<file path="config.mk">
export PLATFORM = sky130hd
export DESIGN_NAME = train_station
export DESIGN_NICKNAME = d
export VERILOG_FILES = /design/src/rtl/train_station.sv
export SDC_FILE = /design/constraint.sdc
export NUM_CORES = 1
export LEC_CHECK = 0
export ABC_AREA = 0
export CORE_MARGIN = 1.5
export CORE_UTILIZATION = 45
export DETAILED_ROUTE_END_ITERATION = 10
export DONT_BUFFER_PORTS = 1
export PLACE_DENSITY = 0.62
export REMOVE_ABC_BUFFERS = 1
export SYNTH_ARGS = -nofsm -noshare
export SYNTH_HDL_FRONTEND = slang
export SYNTH_SLANG_ARGS = --single-unit
</file>
<file path="constraint.sdc">
create_clock -name clk -period 2.05 [get_ports clk]
set_input_delay 0 -clock clk [delete_from_list [all_inputs] [get_ports clk]]
set_output_delay 0 -clock clk [all_outputs]
set_load 0.005 [all_outputs]
</file>
<file path="src/rtl/train_station.sv">
// rtl/train_station.sv - siding storage usable as a stack (LIFO) or a ring queue (FIFO)
module train_station #(
    parameter int DEPTH = 10,
    parameter int W     = 4
) (
    input  logic         clk,
    input  logic         rst,
    input  logic         i_mode,
    input  logic         i_clear,
    input  logic         i_push,
    input  logic         i_pop,
    input  logic [W-1:0] i_data,
    output logic [W-1:0] o_head,
    output logic [W-1:0] o_occupancy
);

    localparam int AW = (DEPTH > 1) ? $clog2(DEPTH) : 1;
    localparam logic [AW-1:0] LAST = AW'(DEPTH - 1);

    logic [W-1:0]  r_mem [0:DEPTH-1];
    logic [W-1:0]  r_occ;
    logic [AW-1:0] r_rd_ptr;
    logic [AW-1:0] r_wr_ptr;

    logic [AW-1:0] w_top_idx;
    logic [AW-1:0] w_push_idx;

    // Stack uses the occupancy as its top pointer; queue uses its own write pointer.
    assign w_top_idx  = AW'(r_occ - 1'b1);
    assign w_push_idx = i_mode ? r_wr_ptr : AW'(r_occ);

    // Head is read straight from storage; an empty station reports 0, which never matches a legal car.
    always_comb begin
        o_head = '0;
        if (r_occ != '0) begin
            o_head = i_mode ? r_mem[r_rd_ptr] : r_mem[w_top_idx];
        end
    end

    assign o_occupancy = r_occ;

    // Storage, occupancy and queue pointers; clear empties the station without wiping entries.
    always_ff @(posedge clk or posedge rst) begin
        if (rst) begin
            for (int i = 0; i < DEPTH; i++) begin
                r_mem[i] <= '0;
            end
            r_occ    <= '0;
            r_rd_ptr <= '0;
            r_wr_ptr <= '0;
        end else if (i_clear) begin
            r_occ    <= '0;
            r_rd_ptr <= '0;
            r_wr_ptr <= '0;
        end else begin
            if (i_push) begin
                r_mem[w_push_idx] <= i_data;
                if (i_mode) begin
                    r_wr_ptr <= (r_wr_ptr == LAST) ? '0 : r_wr_ptr + 1'b1;
                end
            end
            if (i_pop && i_mode) begin
                r_rd_ptr <= (r_rd_ptr == LAST) ? '0 : r_rd_ptr + 1'b1;
            end
            if (i_push && !i_pop) begin
                r_occ <= r_occ + 1'b1;
            end else if (i_pop && !i_push) begin
                r_occ <= r_occ - 1'b1;
            end
        end
    end

endmodule

</file>
# Yosys cells after proc, flatten, opt, wreduce, memory -nomap -nowiden
# Index checks and enable logic that the tools add are counted.
# W data, S select, Z words.
# classes
n_bitwise	4
n_mux	22
n_lt_le_gt_ge	4
eq_ne	2
n_addsub	4
n_reduce_logical	13
# ops
op	n
$mux W4	18
$bwmux W40	1
$bmux W4 S4	2
$demux W4 S4	1
$ge A5 B5 Y1 const B	3
$not A4 Y5	3
$add A4 B1 Y4 const B	3
$eq A4 B4 Y1 const B	2
$reduce_bool A2 Y1	3
$lt A5 B1 Y1 const B	1
$logic_and A1 B1 Y1	4
$reduce_and A2 Y1	2
$reduce_bool A4 Y1	1
$sub A4 B1 Y4 const B	1
$reduce_bool A3 Y1	1
$logic_not A1 Y1	2
$not A1 Y1	1
# totals
output_inout_bits	8
in_bits	10
register_bits	52
word_cells	62

# Logic depth before layout (Yosys ltp)
# Gate-level depths: netlist (run 1).
# depth
ltp_word	7
ltp_mapped	10
ltp_nobuf	6

# Worst setup path after synthesis (run 1)
# No wires, ideal clock.
# synth_path
path_kind	register to output
start	register r_occ[0], in the netlist o_occupancy[0]
end	output o_head[2]
arrival_time_ns	2.298
required_ns	2.050
path_stages_with_launch	10
path_buffers	3
path_slack_ns	-0.248
path_cell_list	dfrtp_1 buf_6 clkbuf_8 inv_1 ha_1 clkbuf_1 mux4_1 mux2_2 a221oi_1 a311oi_1
# synth_between
elab_chain_len	7
word_cells_on_any_way	8
cone_classes	1 x add/sub; 5 x mux; 1 x bitwise; 1 x reduce/logical
# synth_lines
element	line_no	source
from (decl)	21	logic [W-1:0] r_occ;
from (signal assigned)	66	r_occ <= r_occ + 1'b1;
from (signal assigned)	68	r_occ <= r_occ - 1'b1;
$sub A4 B1 Y4	29	assign w_top_idx = AW'(r_occ - 1'b1);
$not A4 Y5 (not written as such)	36	o_head = i_mode ? r_mem[r_rd_ptr] : r_mem[w_top_idx];
$bmux W4 S4	36	
$mux W4 (not written as such) (2 in series)	36	
$mux W4	36	
$mux W4 (*)	35	if (r_occ != '0) begin
to (decl)	13	output logic [W-1:0] o_head,
# Mark *: on every way between the ends. The rest lies on a longest branch, timed or not. The select of a mux whose other input is x is not followed.

# Final worst setup path (run 1)
# Same ends and word-level chain as after synthesis.

==> results.ini, run 1 <==
[clock_tree]
tritoncts=built
path_clk_slew_ns=0.11
cts_root_buf=clkbuf_8
clk_latency_ns=0.32
clk_path_buf_depth=2
cts_made_buffers=5
htreeDepth=2
clock_sinks=52

[final_layout]
layout_commonest_cell=dfrtp_1
multi_input_comb_area_um2=2070
seq_area_um2=1300
fin_util_pct=54.7
fillers=695
layout_common_cells=50 x dfrtp_1, 49 x mux2_2, 27 x buf_4
syn2layout_area_growth_pct=16.9
nets=334
drive_gt1_share_pct=42.8

[grt]
busiest_layer=met2
antenna_found_initial=1
grt_usage_pct=22.0
met2_usage_pct=35.9
grt_overflow=0
grt_max_degree=24
grt_pass1_wl_mm=14.0
grt_use_met3_pct=4.23
grt_pass1_vias=2591
grt_util_met1_pct=29.3

[pwr]
finalPower_uw=3110
power_density_nw_per_um2=778
peakVddDrop_uv=316
p_leak_uw=0.00169

[setup_path]
cp_data_required_time_ns=2.05
critPathTopFamily=multiplexers
critPathKind=flop to primary output
arrival_ns=2.13
crit_path_cell_trace=inv_2, ha_4, mux4_2, mux2_4, a221oi_2, a311oi_2
path_max_fanout=4
slowest_stage=dfrtp_1
crit_path_max_incr_delay_ns=0.43
cp.buffers_inverters=1
endpoint_kind=primary output
cp-start-kind=flop

[place]
dp_slack_ns=0.169
gp_congestion=0.867
portBuffers=0
hpwl_mm=5.99

[drt]
drtIter0Drc=144
dr.pass1.iters=4
drcViolationCount=0
routedWlPerCell_um=20.5
viasPerCell=6.06
wl_mm=8.59
vias=2531
drtAntennaViolNets=0

[sta]
skew_ns=0.0138
fmax_ghz=0.470
worstMarginPinSlew_ns=0.592
holdWs_ns=-0.0145
setup_viol=1
rsz0062_at_grt=yes
setup_ws_ns=-0.0770
drv_slew=0
period_share_pct=104
slew_headroom_pct=59.5
fin_crit_ns=2.13
final-hold-violation-count=1

[synth]
synth_edf_count=0
synthFlopType=dfrtp_1
yosysSeqAreaShare_pct=38.1
synth_warnings=0
yosys_register_bits=52
syn_area_um2=3410
async_flop_share_pct=100
postSynthCellCount=288
synth_cell_type_count=51
avgSynthCellArea_um2=11.9

[floorplanning]
die_h_um=90.1
die_x_um=90.1
start_util_pct=46.8
core_um2=7290
std_cell_rows=31
fp.dieArea_um2=8120
boundaryPins=18

[status]
status=finished, violations left
violations=hold timing, setup timing

[run]
max-cap-violations=0

[min_path]
holdCritPathClass=input pin to flop

-- state kept, by name, indices dropped and copies added, names as in the netlist --
register	cells
o_occupancy	4
r_mem	40
r_rd_ptr	4
r_wr_ptr	4
-- worst min-delay path, delay by kind of cell --
family | cells | cell delay, ns
and+or+nand+nor | 2 | 0.21
AOI/OAI and AO/OA | 1 | 0.05
-- through the flow --
| stage | hold slack (ns) | TNS [ns] | instances | area (um2) |
|---|---|---|---|---|
| floorplan | 0.0631 | -0.998 | 268 | 3300 |
| global placement | -0.170 | 0 | 386 | 3560 |
| detailed placement | -0.166 | 0 | 386 | 3560 |
| CTS | 0.0112 | -0.0984 | 408 | 3850 |
| global route | 0.0183 | -0.357 | 417 | 3990 |
| finish | -0.0145 | -0.0770 | 418 | 3990 |
-- worst paths after layout --
check | from | endpoint | slack [ns] | cells after the start
worst min register to register | r_mem[6] | r_mem[6] | 0.55 | 1
min in group asynchronous | rst | r_mem[8] | 0.06 | 2
worst min-delay path | i_mode | r_wr_ptr[1] | -0.01 | 3
max in group asynchronous | rst | r_mem[38] | 1.40 | 3
worst max-delay path | o_occupancy[0] | o_head[2] | -0.08 | 6
worst max register to register | o_occupancy[0] | r_mem[38] | 0.06 | 6
-- layout make-up --
type                    instances  area share [%]
multi-input cells             209            51.8
inverters                       7           0.658
clock inverters                 3           0.721
flip-flops and latches         52            32.7
well taps                      99            3.10
diodes                          1          0.0627
clock buffers                   5            1.72
repair buffers                 42            9.25
-- synthesized netlist by cell type (3+ instances only) --
cell,instances,area share (%)
a21oi_1,10,1.5
a22oi_1,6,1.3
a41oi_1,3,0.77
buf_1,4,0.44
buf_2,6,0.88
buf_4,4,0.88
clkbuf_1,4,0.44
dfrtp_1,52,38
ha_1,7,2.6
inv_1,6,0.66
mux2_2,50,16
mux2i_1,13,3.8
mux4_1,6,4.6
mux4_2,11,7.3
nand2_1,14,1.5
nand2b_1,4,0.73
nand3_1,9,1.3
nand4_1,3,0.55
nor2_1,16,1.8
nor2b_1,6,1.1
nor3_1,6,0.88
o211ai_1,3,0.66
o21ai_0,9,1.3
-- metal layers --
layer  wire length, um  vias to the layer above
li1                  -                     1157
met1              3740                     1294
met2              4310                       68
met3               395                       12
met4               142                        0
met5                 0                        -
-- power breakdown --
group	switching, uW	internal (uW)
sequential	176	1210
combinational	467	588
clock	405	259
-- timing repair --
action / in CTS / in global routing
endpoints found under the hold margin: 104 / 0
resized for setup: 14 / 23
hold buffers: 10 / 0
buffers inserted: 4 / 11
pin swaps: 2 / 8
endpoints found under the setup margin: 4 / 11
-- kinds of logic after synthesis --
| logic type | count (synthesis) | share of synthesized area [%] |
|---|---|---|
| flops | 52 | 38.1 |
| mux | 80 | 32.2 |
| compound gates | 50 | 10.9 |
| xor+xnor | 3 | 0.770 |
| buf+inv | 27 | 4.14 |
| fa+ha+maj | 7 | 2.57 |
| simple gates | 69 | 11.4 |
No activity file was read; power rests on OpenSTA's default activity.
==> run 2: changes to the inputs <==
--- a/config.mk
+++ b/config.mk
@@ -15,3 +15,4 @@
 export SYNTH_ARGS = -nofsm -noshare
 export SYNTH_HDL_FRONTEND = slang
 export SYNTH_SLANG_ARGS = --single-unit
+export TNS_END_PERCENT = 30
==> run 2 against run 1 <==
Effect of this change: the flow finishes with violations (setup timing); largest cell class unchanged; sequential cell count did not move; sequential share of layout area rose by 0.092 points; critical path depth did not move; via count rose by 0.99%.
==> results.ini, run 2 (synthesis gave the netlist of run 1 again) <==
[final_layout]
layout_commonest_cell=dfrtp_1
syn2layout_area_growth_pct=16.5
regMostFlops=r_mem
largest_reg_flops=40  ; unchanged
fin_util_pct=54.5  ; -0.21 points
layout_common_cells=51 x dfrtp_1, 49 x mux2_2, 27 x buf_4
fillers=690  ; -0.72%
seq_area_um2=1300  ; about the same
multi_input_comb_area_um2=2050  ; -0.91%
drive_gt1_share_pct=40.4  ; -2.3 points
nets=335  ; +0.30%
fin_cells=419  ; +0.24%

[sta]
skew_ns=0.0159  ; +0.00206 ns
holdWs_ns=0.0201  ; +0.0346 ns
setup_viol=1  ; unchanged
slew_headroom_pct=60.9  ; +1.3 points
period_share_pct=104  ; about the same
fmax_ghz=0.471  ; about the same
drv_slew=0  ; unchanged
fin_crit_ns=2.13  ; -0.00186 ns
rsz0062_at_grt=yes
setup_ws_ns=-0.0752  ; +0.00186 ns
final-hold-violation-count=0  ; -1
worstMarginPinSlew_ns=0.572  ; -0.0196 ns

[drt]
drcViolationCount=0  ; unchanged
wl_mm=8.57  ; -0.26%
viasPerCell=6.10  ; +0.75%
vias=2556  ; +0.99%
dr.pass1.iters=4  ; unchanged
routedWlPerCell_um=20.4  ; -0.49%
drtIter0Drc=212  ; +47%
drtAntennaViolNets=0  ; unchanged

[setup_path]
reg2reg_slack_ns=0.03  ; -0.03 ns
startpoint=o_occupancy[0]
cp-start-kind=flop
path_max_fanout=4  ; unchanged
r2r_end=r_wr_ptr[1]
arrival_ns=2.13  ; about the same
critPathCapture=o_head[2]
worst_r2r_path_depth=5  ; -1
critPathKind=flop to primary output
r2r_start=r_wr_ptr[0]
endpoint_kind=primary output
cp_data_required_time_ns=2.05  ; about the same

[clock_tree]
clock_sinks=52  ; unchanged
htreeDepth=2  ; unchanged
cts_made_buffers=5  ; unchanged
cts_root_buf=clkbuf_8
tritoncts=built
path_clk_slew_ns=0.11  ; about the same
clk_latency_ns=0.32  ; about the same
clk_path_buf_depth=2  ; unchanged

[place]
dp_slack_ns=0.169  ; unchanged
portBuffers=0  ; unchanged
gp_congestion=0.867  ; unchanged
hpwl_mm=5.99  ; unchanged
dp.cells=386  ; unchanged

[grt]
grt_overflow=0  ; unchanged
grt_pass1_wl_mm=14.0  ; unchanged
grt_max_degree=24  ; unchanged
antenna_found_initial=1  ; unchanged
grt_pass1_vias=2591  ; unchanged
grt_usage_pct=22.0  ; unchanged

[pwr]
power_density_nw_per_um2=781  ; +0.38%
finalPower_uw=3110  ; about the same
p_leak_uw=0.00170  ; +0.19%
peakVddDrop_uv=315  ; -0.22%

[floorplanning]
std_cell_rows=31  ; unchanged
start_util_pct=46.8  ; unchanged
die_x_um=90.1  ; unchanged
core_um2=7290  ; unchanged
die_h_um=90.1  ; unchanged
fp.dieArea_um2=8120  ; unchanged
boundaryPins=18  ; unchanged

[status]
violations=setup timing
status=finished, violations left

[run]
max-cap-violations=0  ; unchanged

[min_path]
holdCritPathClass=input pin to flop

-- run 2: cell count changes in the layout (fill, tap and decap cells not counted), sizes merged --
cell / change
dlygate4sd3: +1
-- run 2: repair_timing --
action	in CTS	in global routing
pin swaps	2	6
buffers inserted	4	10
endpoints found under the setup margin	4	11
hold endpoints to repair	104	0
hold buffers	10	0
resized for setup	14	14
-- run 2: layer usage --
layer	wire (um)	part of all wire, %	GRT usage, %	up-vias
li1	-	-	-	1156
met1	3700	43	29.3	1300
met2	4220	49	35.9	84
met3	469	5.5	4.23	16
met4	183	2.1	7.54	0
met5	0	0	0	-
-- run 2: report_power, final --
part           switching [uW]  internal (uW)  total (uW)
clock                     405            259         665
sequential                176           1210        1390
combinational             466            590        1060
total                    1050           2060        3110
-- run 2: layout make-up --
type	instances	share of cell area, %
multi-input combinational	209	51.5
inverter	7	0.661
clock buffer	5	1.73
antenna	1	0.0629
timing repair buffer	43	9.41
tap	99	3.12
sequential	52	32.8
clock inverter	3	0.724
-- run 2: per-stage QoR --
stage / instance area, um2 / setup TNS, ns
finish: 3980 / -0.0752
global route: 3970 / -0.384
CTS: 3850 / -0.0984
detailed placement: 3560 / 0
global placement: 3560 / 0
floorplan: 3300 / -0.998
-- run 2: worst min path at each step --
stage | startpoint | end | slack (ns) | cells past startpoint
floorplan | i_clear | r_rd_ptr[3] | 0.06 | 1
global placement | rst | r_wr_ptr[1] | -0.17 | 1
detailed placement | rst | r_wr_ptr[1] | -0.17 | 1
CTS | i_mode | r_wr_ptr[0] | 0.01 | 3
global route | i_pop | r_rd_ptr[0] | 0.04 | 3
finish | i_mode | r_wr_ptr[0] | 0.02 | 3
-- run 2: critical path, stage by stage (launching register included) --
cell and delay, ns:
dfrtp_1 0.43, inv_2 0.08, ha_4 0.29, mux4_2 0.31, mux2_4 0.29, a221oi_2 0.26
a311oi_2 0.16
==> run 3: changes to the inputs <==
--- a/config.mk
+++ b/config.mk
@@ -10,7 +10,7 @@
 export CORE_UTILIZATION = 45
 export DETAILED_ROUTE_END_ITERATION = 10
 export DONT_BUFFER_PORTS = 1
-export PLACE_DENSITY = 0.62
+export PLACE_DENSITY = 0.69
 export REMOVE_ABC_BUFFERS = 1
 export SYNTH_ARGS = -nofsm -noshare
 export SYNTH_HDL_FRONTEND = slang
==> run 3 against run 2 <==
Effect of this change: the flow still finishes with violations (setup timing); global-route usage fell by 1.3 points; fmax fell by 1.4%; wire length fell by 8.0%; sequential share of layout area rose by 0.79 points; combinational power fell by 5%; clock skew fell by 0.011 ns; final cell count fell by 3.3%; critical path type unchanged.
==> results.ini, run 3 (synthesis gave the netlist of run 1 again) <==
[min_path]
holdCritPathClass=input pin to flop

[clock_tree]
cts_root_buf=clkbuf_8
path_clk_slew_ns=0.10  ; about the same
clk_path_buf_depth=2  ; unchanged
clk_latency_ns=0.31  ; about the same
htreeDepth=2  ; unchanged
clock_sinks=52  ; unchanged
cts_made_buffers=5  ; unchanged
tritoncts=built

[pwr]
p_leak_uw=0.00164  ; -3.6%
power_density_nw_per_um2=771  ; -1.3%
peakVddDrop_uv=305  ; -3.2%

[drt]
route.met2.wl_mm=3.97  ; -5.7%
routedWlPerCell_um=19.5  ; -4.8%
met1_length_mm=3.51  ; -5.1%
viasPerCell=6.08  ; -0.31%
drcViolationCount=0  ; unchanged
drtIter0Drc=208  ; -1.9%
dr_wl_met3_um=325  ; -31%
top_layer_used=met4
drtAntennaViolNets=0  ; unchanged
vias=2463  ; -3.6%
wl_mm=7.88  ; -8.0%
dr.pass1.iters=4  ; unchanged

[sta]
skew_ns=0.00468  ; -0.0112 ns
fmax_ghz=0.464  ; -1.4%
holdWs_ns=0.0224  ; +0.00231 ns
rsz0062_at_grt=yes
drv_slew=0  ; unchanged
worstMarginPinSlew_ns=0.562  ; -0.0104 ns
setup_viol=4  ; +3
period_share_pct=105  ; +1.5 points
final-hold-violation-count=0  ; unchanged
setup_ws_ns=-0.106  ; -0.0307 ns
slew_headroom_pct=61.6  ; +0.71 points
fin_crit_ns=2.16  ; +0.0307 ns

[setup_path]
cp-start-kind=flop
reg2reg_slack_ns=0.05  ; +0.02 ns
arrival_ns=2.16  ; +0.03 ns
r2r_start=o_occupancy[0]
r2r_end=r_mem[15]
slowest_stage=dfrtp_2
path_max_fanout=10  ; +6
worst_r2r_path_depth=4  ; -1
crit_path_max_incr_delay_ns=0.46  ; +0.03 ns
critPathKind=flop to primary output
endpoint_kind=primary output
startpoint=o_occupancy[0]
critPathCapture=o_head[2]
crit_path_cell_trace=bufbuf_16, or3_4, a211oi_4, o211ai_2, a311oi_2
cp_data_required_time_ns=2.05  ; about the same

[floorplanning]
fp.dieArea_um2=8120  ; unchanged
std_cell_rows=31  ; unchanged
start_util_pct=46.8  ; unchanged
boundaryPins=18  ; unchanged
die_x_um=90.1  ; unchanged
core_um2=7290  ; unchanged
die_h_um=90.1  ; unchanged

[final_layout]
regMostFlops=r_mem
n_antenna_cell=0  ; -1
drive_gt1_share_pct=36.6  ; -3.8 points
fin_util_pct=53.3  ; -1.2 points
nets=322  ; -3.9%
layout_common_cells=50 x mux2_2, 50 x dfrtp_1, 16 x nor2_1
largest_reg_flops=40  ; unchanged
fin_cells=405  ; -3.3%
syn2layout_area_growth_pct=13.9

[grt]
grt_usage_pct=20.7  ; -1.3 points
antenna_found_initial=0  ; -1
grt_overflow=0  ; unchanged
grt_pass1_wl_mm=13.3  ; -5.3%
grt_pass1_vias=2521  ; -2.7%
grt_max_degree=22  ; -8.3%

[place]
dp.cells=383  ; -0.78%
gp_congestion=0.869  ; +0.29%
portBuffers=0  ; unchanged
hpwl_mm=5.58  ; -6.9%

[run]
max-cap-violations=0  ; unchanged

[status]
status=finished, violations left
violations=setup timing

run 3: cell types whose count changed in the layout (fill, tap and decap cells not counted), sizes merged:
cell / delta
bufbuf: +1
clkinv: +2
diode: -1
buf: -14
inv: -2
run 3: power by group:
| part | internal (uW) | total [uW] | leakage [uW] | switching (uW) |
|---|---|---|---|---|
| Clock | 250 | 617 | 0.0000487 | 367 |
| Sequential | 1210 | 1370 | 0.000688 | 162 |
| Combinational | 573 | 1010 | 0.000900 | 434 |
run 3: metal layers:
metal  global-route usage [%]  vias to the layer above
li1                         -                     1140
met5                        0                        -
met1                     27.7                     1260
met4                     6.35                        0
met2                     34.2                       56
met3                     3.89                        7
run 3: how the worst min path moves through the flow:
stage                        from          end  slack [ns]  cells past startpoint
after floorplan           i_clear  r_rd_ptr[3]        0.06                      1
after global placement        rst  r_wr_ptr[1]       -0.10                      1
after detailed placement      rst  r_wr_ptr[1]       -0.11                      1
after CTS                  i_push  r_wr_ptr[0]        0.01                      3
after global routing       i_mode  r_rd_ptr[1]        0.05                      3
final                      i_push  r_wr_ptr[0]        0.02                      3
run 3: critical path: cells and delay by family, from the launching register on:
kind            cells  cell delay, ns
simple gates        1            0.39
flops               1            0.46
compound gates      3            0.71
buf+inv             1            0.29
run 3: what timing repair did:
| action | in CTS | in global routing |
|---|---|---|
| pin swaps | 5 | 0 |
| endpoints found under the hold margin | 104 | 0 |
| resized for setup | 13 | 2 |
| hold buffers | 10 | 0 |
| cloned | 1 | 0 |
| buffers inserted | 3 | 0 |
| endpoints found under the setup margin | 4 | 8 |
run 3: layout make-up:
class / count / area [um2]
fill: 642 / 3410
multi-input combinational: 209 / 2020
sequential: 52 / 1300
clock buffer: 5 / 68.8
inverter: 7 / 26.3
tap: 99 / 124
timing repair buffer: 30 / 317
clock inverter: 3 / 26.3
run 3: metrics by stage:
stage	instance area [um2]	setup slack, ns	TNS, ns	power, uW
5_1_grt	3890	-0.188	-0.649	3170
3_3_place_gp	3570	0.119	0	2230
3_5_place_dp	3570	0.0869	0	2260
4_1_cts	3880	-0.116	-0.331	3010
6_report	3890	-0.106	-0.349	3000
2_1_floorplan	3300	-0.499	-0.998	2010
